$ cat src/rtl/sensor_frame_pkg.sv
// Shared constants, payload type and frame-length helper for the sensor frame packer.
// Define CHECKSUM_EN to append an XOR checksum byte to every frame.
package sensor_frame_pkg;

  localparam logic [7:0]  HDR_BYTE     = 8'hA5;
  localparam int unsigned SENSOR_BYTES = 15;
  localparam int unsigned COMP_W       = 16;

  localparam int unsigned FLAG_SEEN_Q  = 0;
  localparam int unsigned FLAG_SEEN_G  = 1;
  localparam int unsigned FLAG_STALE_Q = 2;
  localparam int unsigned FLAG_STALE_G = 3;

`ifdef CHECKSUM_EN
  localparam bit CKS_EN = 1'b1;
`else
  localparam bit CKS_EN = 1'b0;
`endif

  // Field order matches the on-wire byte order (w,x,y,z then gyro x,y,z).
  typedef struct packed {
    logic [COMP_W-1:0] qw;
    logic [COMP_W-1:0] qx;
    logic [COMP_W-1:0] qy;
    logic [COMP_W-1:0] qz;
    logic [COMP_W-1:0] gx;
    logic [COMP_W-1:0] gy;
    logic [COMP_W-1:0] gz;
  } sensor_rec_t;

  localparam int unsigned REC_W = $bits(sensor_rec_t);

  function automatic int unsigned frame_bytes(input int unsigned ns, input bit cks);
    return 3 + SENSOR_BYTES * ns + (cks ? 1 : 0);
  endfunction

  // Byte k of a record, MSB first.
  function automatic logic [7:0] rec_byte(input sensor_rec_t rec, input int unsigned k);
    logic [REC_W-1:0] v;
    v = rec;
    return v[REC_W-1-8*k -: 8];
  endfunction

endpackage

$ cat src/rtl/sensor_age_counter.sv
// Saturating data-age counter; stale is high once LIMIT cycles pass without a hit.
module sensor_age_counter #(
  parameter int unsigned LIMIT = 50000
) (
  input  logic clk,
  input  logic rst_n,
  input  logic hit,
  output logic stale
);

  localparam int unsigned W = $clog2(LIMIT + 1);

  logic [W-1:0] age;
  logic [W-1:0] age_nxt;

  always_comb begin
    age_nxt = age;
    if (hit) begin
      age_nxt = '0;
    end else if (age != W'(LIMIT)) begin
      age_nxt = age + W'(1);
    end
  end

  // stale is registered alongside age so it tracks age exactly.
  always_ff @(posedge clk or negedge rst_n) begin
    if (!rst_n) begin
      age   <= W'(LIMIT);
      stale <= 1'b1;
    end else begin
      age   <= age_nxt;
      stale <= (age_nxt == W'(LIMIT));
    end
  end

endmodule

$ cat src/rtl/sensor_frame_packer.sv
// Latches N IMU channels and snapshots them into a byte-addressed shadow frame on frame_start.
// Define CHECKSUM_EN to append an XOR checksum byte captured with each snapshot.
module sensor_frame_packer
  import sensor_frame_pkg::*;
#(
  parameter int unsigned NUM_SENSORS  = 2,
  parameter int unsigned NUM_BTNS     = 2,
  parameter int unsigned STALE_CYCLES = 50000,
  localparam int unsigned FRAME_BYTES = frame_bytes(NUM_SENSORS, CKS_EN),
  localparam int unsigned AW          = $clog2(FRAME_BYTES)
) (
  input  logic                                clk,
  input  logic                                rst_n,
  input  logic [NUM_SENSORS-1:0]              quat_valid,
  input  logic [NUM_SENSORS-1:0][COMP_W-1:0]  quat_w,
  input  logic [NUM_SENSORS-1:0][COMP_W-1:0]  quat_x,
  input  logic [NUM_SENSORS-1:0][COMP_W-1:0]  quat_y,
  input  logic [NUM_SENSORS-1:0][COMP_W-1:0]  quat_z,
  input  logic [NUM_SENSORS-1:0]              gyro_valid,
  input  logic [NUM_SENSORS-1:0][COMP_W-1:0]  gyro_x,
  input  logic [NUM_SENSORS-1:0][COMP_W-1:0]  gyro_y,
  input  logic [NUM_SENSORS-1:0][COMP_W-1:0]  gyro_z,
  input  logic [NUM_BTNS-1:0]                 btn_n,
  input  logic                                frame_start,
  input  logic [AW-1:0]                       rd_addr,
  output logic [7:0]                          rd_data,
  output logic                                data_ready,
  input  logic                                data_ack,
  output logic [7:0]                          frame_seq
);

  localparam int unsigned BTN_IDX = 2 + SENSOR_BYTES * NUM_SENSORS;

  typedef logic [FRAME_BYTES-1:0][7:0] frame_t;

  sensor_rec_t [NUM_SENSORS-1:0] live_rec;
  logic [NUM_SENSORS-1:0]        seen_q, seen_g, stale_q, stale_g;
  logic [NUM_BTNS-1:0]           btn_meta, btn_sync, pressed;

  // Shadow keeps "fresh" rather than "stale" so an all-zero reset reads back as stale.
  sensor_rec_t [NUM_SENSORS-1:0] sh_rec;
  logic [NUM_SENSORS-1:0]        sh_seen_q, sh_seen_g, sh_fresh_q, sh_fresh_g;
  logic [NUM_BTNS-1:0]           sh_btn;
  frame_t                        sh_frame;

  function automatic frame_t build_frame(
    input sensor_rec_t [NUM_SENSORS-1:0] recs,
    input logic [NUM_SENSORS-1:0]        sq,
    input logic [NUM_SENSORS-1:0]        sg,
    input logic [NUM_SENSORS-1:0]        stq,
    input logic [NUM_SENSORS-1:0]        stg,
    input logic [NUM_BTNS-1:0]           btn,
    input logic [7:0]                    seq
  );
    frame_t     f;
    logic [7:0] flags;
    f    = '0;
    f[0] = HDR_BYTE;
    f[1] = seq;
    for (int unsigned i = 0; i < NUM_SENSORS; i++) begin
      for (int unsigned k = 0; k < SENSOR_BYTES - 1; k++) begin
        f[2 + SENSOR_BYTES*i + k] = rec_byte(recs[i], k);
      end
      flags               = '0;
      flags[FLAG_SEEN_Q]  = sq[i];
      flags[FLAG_SEEN_G]  = sg[i];
      flags[FLAG_STALE_Q] = stq[i];
      flags[FLAG_STALE_G] = stg[i];
      f[2 + SENSOR_BYTES*i + SENSOR_BYTES - 1] = flags;
    end
    f[BTN_IDX] = 8'(btn);
    return f;
  endfunction

  for (genvar i = 0; i < NUM_SENSORS; i++) begin : g_age
    sensor_age_counter #(.LIMIT(STALE_CYCLES)) u_age_q (
      .clk   (clk),
      .rst_n (rst_n),
      .hit   (quat_valid[i]),
      .stale (stale_q[i])
    );
    sensor_age_counter #(.LIMIT(STALE_CYCLES)) u_age_g (
      .clk   (clk),
      .rst_n (rst_n),
      .hit   (gyro_valid[i]),
      .stale (stale_g[i])
    );
  end

  assign pressed = ~btn_sync;

  // Live channel latches, button synchroniser and data_ready handshake.
  always_ff @(posedge clk or negedge rst_n) begin
    if (!rst_n) begin
      live_rec   <= '0;
      seen_q     <= '0;
      seen_g     <= '0;
      btn_meta   <= '0;
      btn_sync   <= '0;
      data_ready <= 1'b0;
    end else begin
      for (int unsigned i = 0; i < NUM_SENSORS; i++) begin
        if (quat_valid[i]) begin
          live_rec[i].qw <= quat_w[i];
          live_rec[i].qx <= quat_x[i];
          live_rec[i].qy <= quat_y[i];
          live_rec[i].qz <= quat_z[i];
          seen_q[i]      <= 1'b1;
        end
        if (gyro_valid[i]) begin
          live_rec[i].gx <= gyro_x[i];
          live_rec[i].gy <= gyro_y[i];
          live_rec[i].gz <= gyro_z[i];
          seen_g[i]      <= 1'b1;
        end
      end
      btn_meta <= btn_n;
      btn_sync <= btn_meta;
      if (|quat_valid || |gyro_valid) begin
        data_ready <= 1'b1;
      end else if (data_ack) begin
        data_ready <= 1'b0;
      end
    end
  end

`ifdef CHECKSUM_EN
  frame_t     live_frame;
  logic [7:0] live_cks;
  logic [7:0] sh_cks;

  // The last live byte is always zero, so folding it in leaves the XOR unchanged.
  always_comb begin
    live_frame = build_frame(live_rec, seen_q, seen_g, stale_q, stale_g, pressed,
                             frame_seq + 8'd1);
    live_cks   = '0;
    for (int unsigned b = 0; b < FRAME_BYTES; b++) begin
      live_cks = live_cks ^ live_frame[b];
    end
  end
`endif

  // Snapshot of the live frame; frame_seq names the frame now held in the shadow.
  always_ff @(posedge clk or negedge rst_n) begin
    if (!rst_n) begin
      sh_rec     <= '0;
      sh_seen_q  <= '0;
      sh_seen_g  <= '0;
      sh_fresh_q <= '0;
      sh_fresh_g <= '0;
      sh_btn     <= '0;
      frame_seq  <= '0;
`ifdef CHECKSUM_EN
      sh_cks     <= '0;
`endif
    end else if (frame_start) begin
      sh_rec     <= live_rec;
      sh_seen_q  <= seen_q;
      sh_seen_g  <= seen_g;
      sh_fresh_q <= ~stale_q;
      sh_fresh_g <= ~stale_g;
      sh_btn     <= pressed;
      frame_seq  <= frame_seq + 8'd1;
`ifdef CHECKSUM_EN
      sh_cks     <= live_cks;
`endif
    end
  end

  always_comb begin
    sh_frame = build_frame(sh_rec, sh_seen_q, sh_seen_g, ~sh_fresh_q, ~sh_fresh_g, sh_btn,
                           frame_seq);
`ifdef CHECKSUM_EN
    sh_frame[FRAME_BYTES-1] = sh_cks;
`endif
  end

  always_ff @(posedge clk or negedge rst_n) begin
    if (!rst_n) begin
      rd_data <= '0;
    end else if ({1'b0, rd_addr} < (AW+1)'(FRAME_BYTES)) begin
      rd_data <= sh_frame[rd_addr];
    end else begin
      rd_data <= '0;
    end
  end

endmodule

$ cat config.mk
export PLATFORM = sky130hd
export DESIGN_NAME = sensor_frame_packer
export DESIGN_NICKNAME = d
export VERILOG_FILES = /design/src/rtl/sensor_frame_pkg.sv /design/src/rtl/sensor_age_counter.sv /design/src/rtl/sensor_frame_packer.sv
export SDC_FILE = /design/constraint.sdc
export NUM_CORES = 1
export LEC_CHECK = 0
export CORE_ASPECT_RATIO = 0.75
export CORE_MARGIN = 3
export CORE_UTILIZATION = 49
export DETAILED_ROUTE_END_ITERATION = 16
export PLACE_DENSITY = 0.71
export REMOVE_ABC_BUFFERS = 1
export SLEW_MARGIN = 20
export SYNTH_ARGS = -nofsm -noshare
export SYNTH_HDL_FRONTEND = slang
export SYNTH_SLANG_ARGS = --single-unit
$ cat constraint.sdc
create_clock -name clk -period 2.49 [get_ports clk]
set_clock_uncertainty 0.1 [all_clocks]
set_input_delay 0.249 -clock clk [delete_from_list [all_inputs] [get_ports clk]]
set_output_delay 0.249 -clock clk [all_outputs]
set_load 0.02 [all_outputs]
==> Yosys cells after proc, flatten, opt, wreduce, memory -nomap -nowiden <==
Cells that the tools add are included.
{ "word_totals": {"input_bits": 240, "elab_cells": 87, "out_inout_bits": 17, "ramBits": 0, "ff_bits": 551, "n_memories": 0, "latch_bits": 0, "romBits": 0} }
{ "op_classes": {"add_sub_neg": 5, "div": 0, "n_bitwise": 5, "shift": 0, "eq_ne": 8, "n_reduce_logical": 4, "n_mul": 0, "n_mux": 13, "n_lt_le_gt_ge": 2} }
{ "ops": {"columns": ["cell", "count"], "rows": [
  ["2-to-1 mux 16 bit", 8],
  ["adder 16 x 1 -> 16 bit, second input constant", 4],
  ["equality test 16 bit, second input constant", 4],
  ["inequality test 16 bit, second input constant", 4],
  ["binary-select mux 8 bit (select 6 bit)", 1],
  ["2-to-1 mux 8 bit", 2],
  ["NOT 2 bit", 5],
  ["adder 8 x 1 -> 8 bit, second input constant", 1],
  ["less-than comparator 6 x 7 -> 1 bit, second input constant", 1],
  ["less-than comparator 6 bit, second input constant", 1],
  ["OR reduction 2 bit", 2],
  ["2-to-1 mux 1 bit", 2],
  ["nonzero test 2 bit", 1],
  ["logical OR 1 bit", 1]
]} }

==> Logic depth before layout (Yosys ltp) <==
{ "depth": {"depth_word": 4, "depth_mapped": 8, "depth_no_buf": 7} }

==> By module <==
From an unflattened synthesis, not the netlist that was laid out.
{ "hier_totals": {"hier_cells": 1698, "area_unflattened_um2": 24089.4} }
{ "by_module_without_submodules": {"columns": ["mod", "area_per_inst_um2", "seq_area_each_um2", "instances", "cells_per_inst"], "rows": [
  ["sensor_frame_packer", 19881.6, 12086.6, 1, 1269],
  ["sensor_age_counter at g_age[0].u_age_g ...", 1053.5, 434.2, 3, 107],
  ["sensor_age_counter at g_age[0].u_age_q", 1047.3, 434.2, 1, 108]
]} }

==> Worst setup path before layout <==
OpenSTA, ideal clock, no wires.
{ "synth_timing": {"path_kind": "register to register", "from": "reg g_age[0].u_age_q.age[4]", "to": "reg g_age[0].u_age_q.stale", "slack_ps": 495, "synth_period_minus_slack_ps": 1995, "path_buffers": 1, "path_stages_with_launch": 6, "required_time_ps": 2285, "setup_ps": 105, "arrival_ps": 1790, "cell_sequence": "dfstp_2 > and4_1 > buf_4 > nand4_2 > or4_1 > a2111oi_2"} }
{ "synth_between": {"elab_chain_len": 4, "elab_cells_between_ends": 5, "classes_between": "1 x add/sub; 2 x eq/ne; 2 x mux"} }
{ "synth_rtl": {"columns": ["element", "line_no", "source"], "rows": [
  ["start, declared", "sensor_age_counter.sv:13", "logic [W-1:0] age;"],
  ["start signal, assigned", "sensor_age_counter.sv:28", "age <= W'(LIMIT);"],
  ["start signal, assigned", "sensor_age_counter.sv:31", "age <= age_nxt;"],
  ["adder 16 x 1 -> 16 bit or inequality test 16 bit (tied branches)", "sensor_age_counter.sv:21, sensor_age_counter.sv:20", null],
  ["2-to-1 mux 16 bit *", "sensor_age_counter.sv:20", "end else if (age != W'(LIMIT)) begin"],
  ["2-to-1 mux 16 bit *", "sensor_age_counter.sv:18", "if (hit) begin"],
  ["equality test 16 bit *", "sensor_age_counter.sv:32", "stale <= (age_nxt == W'(LIMIT));"],
  ["end signal, assigned", "sensor_age_counter.sv:32", null],
  ["end, declared", "sensor_age_counter.sv:8", "output logic stale"]
]} }
Every way passes the cells marked *; elsewhere a longest branch is shown, timed or not.
A chain may end at the register's enable or synchronous reset.

==> Worst setup path after layout <==
Same ends and word-level chain as after synthesis.

==> flow_summary.yaml <==
min_path:
  hp-class: "input pin to flip-flop"
clocking:
  cts_tree: "yes"
  cts.clk_slew.worst_paths_ns: 0.06
  cts_buffer_depth: 3
  numCtsBuffers: 54
  clock_sinks: 551
  postCtsSetupBuffers: 0
  clock_latency_ns: 0.60
  root_buffer: "clkbuf_16"
  cts_max_level: 2
worst_setup_path:
  critPathArrivalTime_ns: 2.61
  crit_type: "flip-flop to flip-flop"
  crit_slowest_cell: "dfstp_2"
  cp_top_family: "simple AND/OR/NAND/NOR gates"
  max_stage_delay_ns: 0.57
  cp_cell_sequence: "and4_1, nand2_1, or3_1, a221o_1, a2111oi_2"
  r2r_setup_slack_ns: 0.27
  crit_required_ns: 2.87
  start_kind: "flip-flop"
  endpoint_kind: "flip-flop"
  critPathMaxFanout: 8
  cp.buffers_inverters: 0
job:
  maxCapViolCount: 0
die:
  core_um2: 47900
  fp.dieH_um: 198
  initial_core_util_pct: 50.1
  num_io_pins: 257
  die_w_um: 262
  num_rows: 69
  dieArea_um2: 51700
synth:
  ys_seq_elements: 551
  yosysSeqAreaShare_pct: 57.6
  ys_warn_count: 0
  synth_edf_count: 0
  async_flop_share_pct: 100
  ys.flop_type: "dfrtp_1"
  netlist_area_um2: 24000
  syn_inst: 1711
  synth.distinct_cells: 67
  syn_avg_cell_area_um2: 14.0
sta:
  setup_tns_ns: 0
  maxSlewViolCount: 0
  grt_setup_unrepaired: "no"
  setup-violations-final: 0
  max_freq_mhz: 449
  post-route-period-util_pct: 89.4
  slew_headroom_pct: 34.6
  worst_pin_slew_ns: 0.981
  period_needed_ns: 2.22
  finalHoldViolations: 0
place:
  io_buffers: 256
  dp_hpwl_mm: 40.0
  place.gp.congestion: 0.821
power:
  seq_power_share_pct: 47.9
  p_int_mw: 16.7
  p_per_area_nw_per_um2: 755
  vdd_drop_max_v: 0.000497
  leakage_nw: 12.1
  switching_power_mw: 5.47
  pwr-share-comb_pct: 13.6
  power.clock.fraction_pct: 38.4
  p_sw_share_pct: 24.6
run_status:
  status: "completed"
cells_and_area:
  drive_above_1_share_pct: 34.6
  final_nets: 2211
  insertedDiodeCount: 0
  syn2layout_area_growth_pct: 22.4
  final_core_util_pct: 61.3
routing:
  drt-total-wl_mm: 57.1
  drtIter0Drc: 926
  drc: 0
  vias: 15000
  drt.antenna.violating_nets: 0
  firstDrtPassIters: 6
  wl_per_cell_um: 21.6
  vias_per_cell: 5.65
grt:
  grt_pass1_vias: 15400
  grt_pass1_wl_mm: 89.6
  grt_use_total_pct: 22.3
  grt_max_degree: 73
  overflow: 0
  antenna_found_initial: 0
## metrics by stage
step | setup WS, ns | power, mW | cells | instance area, um^2 | hold WS, ns
2_1_floorplan | 0.453 | 12.1 | 1602 | 23500 | -0.147
3_3_place_gp | 0.217 | 13.7 | 2541 | 27500 | 0.224
3_5_place_dp | 0.172 | 13.8 | 2541 | 27500 | 0.225
4_1_cts | 0.270 | 22.5 | 2646 | 29400 | 0.0199
5_1_grt | 0.0787 | 23.1 | 2646 | 29400 | 0.0324
6_report | 0.265 | 22.2 | 2646 | 29400 | 0.0435
## cell usage in the layout, fill, tap and decap left out, types with 25 or more instances in the layout
cell,instances
mux2_2,462
mux4_2,45
nor2_1,94
clkbuf_16,55
buf_4,26
nand2_1,41
a21oi_1,30
clkdlybuf4s50_1,248
dfrtp_1,523
mux2i_1,29
xor2_1,32
nand4_1,25
inv_1,30
dfstp_2,28
## path summary, 6_finish.rpt
| path | cells after the start | end | startpoint |
|---|---|---|---|
| max in group asynchronous | 3 | sh_frame[45] | rst_n |
| max | 5 | g_age[0].u_age_q.stale | g_age[0].u_age_q.age[4] |
| min in group asynchronous | 2 | g_age[1].u_age_q.age[5] | rst_n |
| min reg2reg | 0 | btn_sync[0] | btn_meta[0] |
| min | 1 | btn_meta[1] | btn_n[1] |
| max reg2reg | 5 | g_age[0].u_age_q.stale | g_age[0].u_age_q.age[4] |
## layout make-up
class                   instances  area [um^2]
clock buffers                  69         1510
multi-input cells            1021         9580
fillers                      3654        18500
well taps                     639          800
clock inverters                32          357
repair buffers                304         3210
flip-flops and latches        551        13800
inverters                      30          113
## sequential cells by signal, indices dropped and copies added, names as in the netlist, 8 cells and up
name,cells
g_age.u_age_q.age,32
live_rec,224
g_age.u_age_g.age,32
frame_seq,8
rd_data,8
sh_frame,224
## cell usage after synthesis, types with 14 or more instances
master,instances,area [um^2]
nand2_1,41,154
nand3_1,22,110
clkbuf_1,61,229
buf_1,16,60.1
inv_1,30,113
a21oi_1,30,150
mux2i_1,29,290
buf_2,15,75.1
nand4_1,25,156
dfstp_2,28,736
xnor2_1,23,201
dfrtp_1,523,13100
mux4_2,45,1010
nor2_1,94,353
buf_4,14,105
mux2_2,462,5200
nor4_1,15,93.8
xor2_1,32,280
## repair_timing
| action | CTS | global route |
|---|---|---|
| setup endpoints to repair | 0 | 0 |
| endpoints found under the hold margin | 79 | 0 |
| resized for setup | 0 | 0 |
| hold buffers | 4 | 0 |
## kinds of logic (layout without fill, tap and decap cells)
group | after synthesis | in the layout | share of synthesized area (%)
mux | 536 | 536 | 27.1
fa+ha+maj | 9 | 9 | 0.469
compound gates | 124 | 124 | 3.70
xor+xnor | 55 | 55 | 2.01
simple gates | 297 | 297 | 6.61
flops | 551 | 551 | 57.6
buf+inv | 139 | 435 | 2.54
## metal layers
metal | global-route usage, % | wire length [um] | up-vias | share of wire (%)
met5 | 0 | 0 | - | 0
met4 | 5.33 | 1060 | 0 | 1.9
met3 | 3.76 | 3150 | 71 | 5.5
met2 | 33.9 | 26100 | 420 | 46
met1 | 33.8 | 26700 | 7749 | 47
li1 | - | - | 6715 | -
## worst register-to-register path, cell delays in order, from the launching register on
cell and delay [ns]:
dfstp_2 0.57, and4_1 0.37, nand2_1 0.16, or3_1 0.37
a221o_1 0.32, a2111oi_2 0.22
## power groups by stage
stage | Combinational [mW] | Clock, mW | Sequential (mW)
final | 3.03 | 8.53 | 10.6
after global routing | 3.27 | 9.12 | 10.8
after CTS | 3.07 | 8.74 | 10.6
after detailed placement | 3.04 | 0 | 10.8
after global placement | 2.97 | 0 | 10.7
after floorplan | 1.50 | 0 | 10.6
No activity file was read; power rests on OpenSTA's default activity.
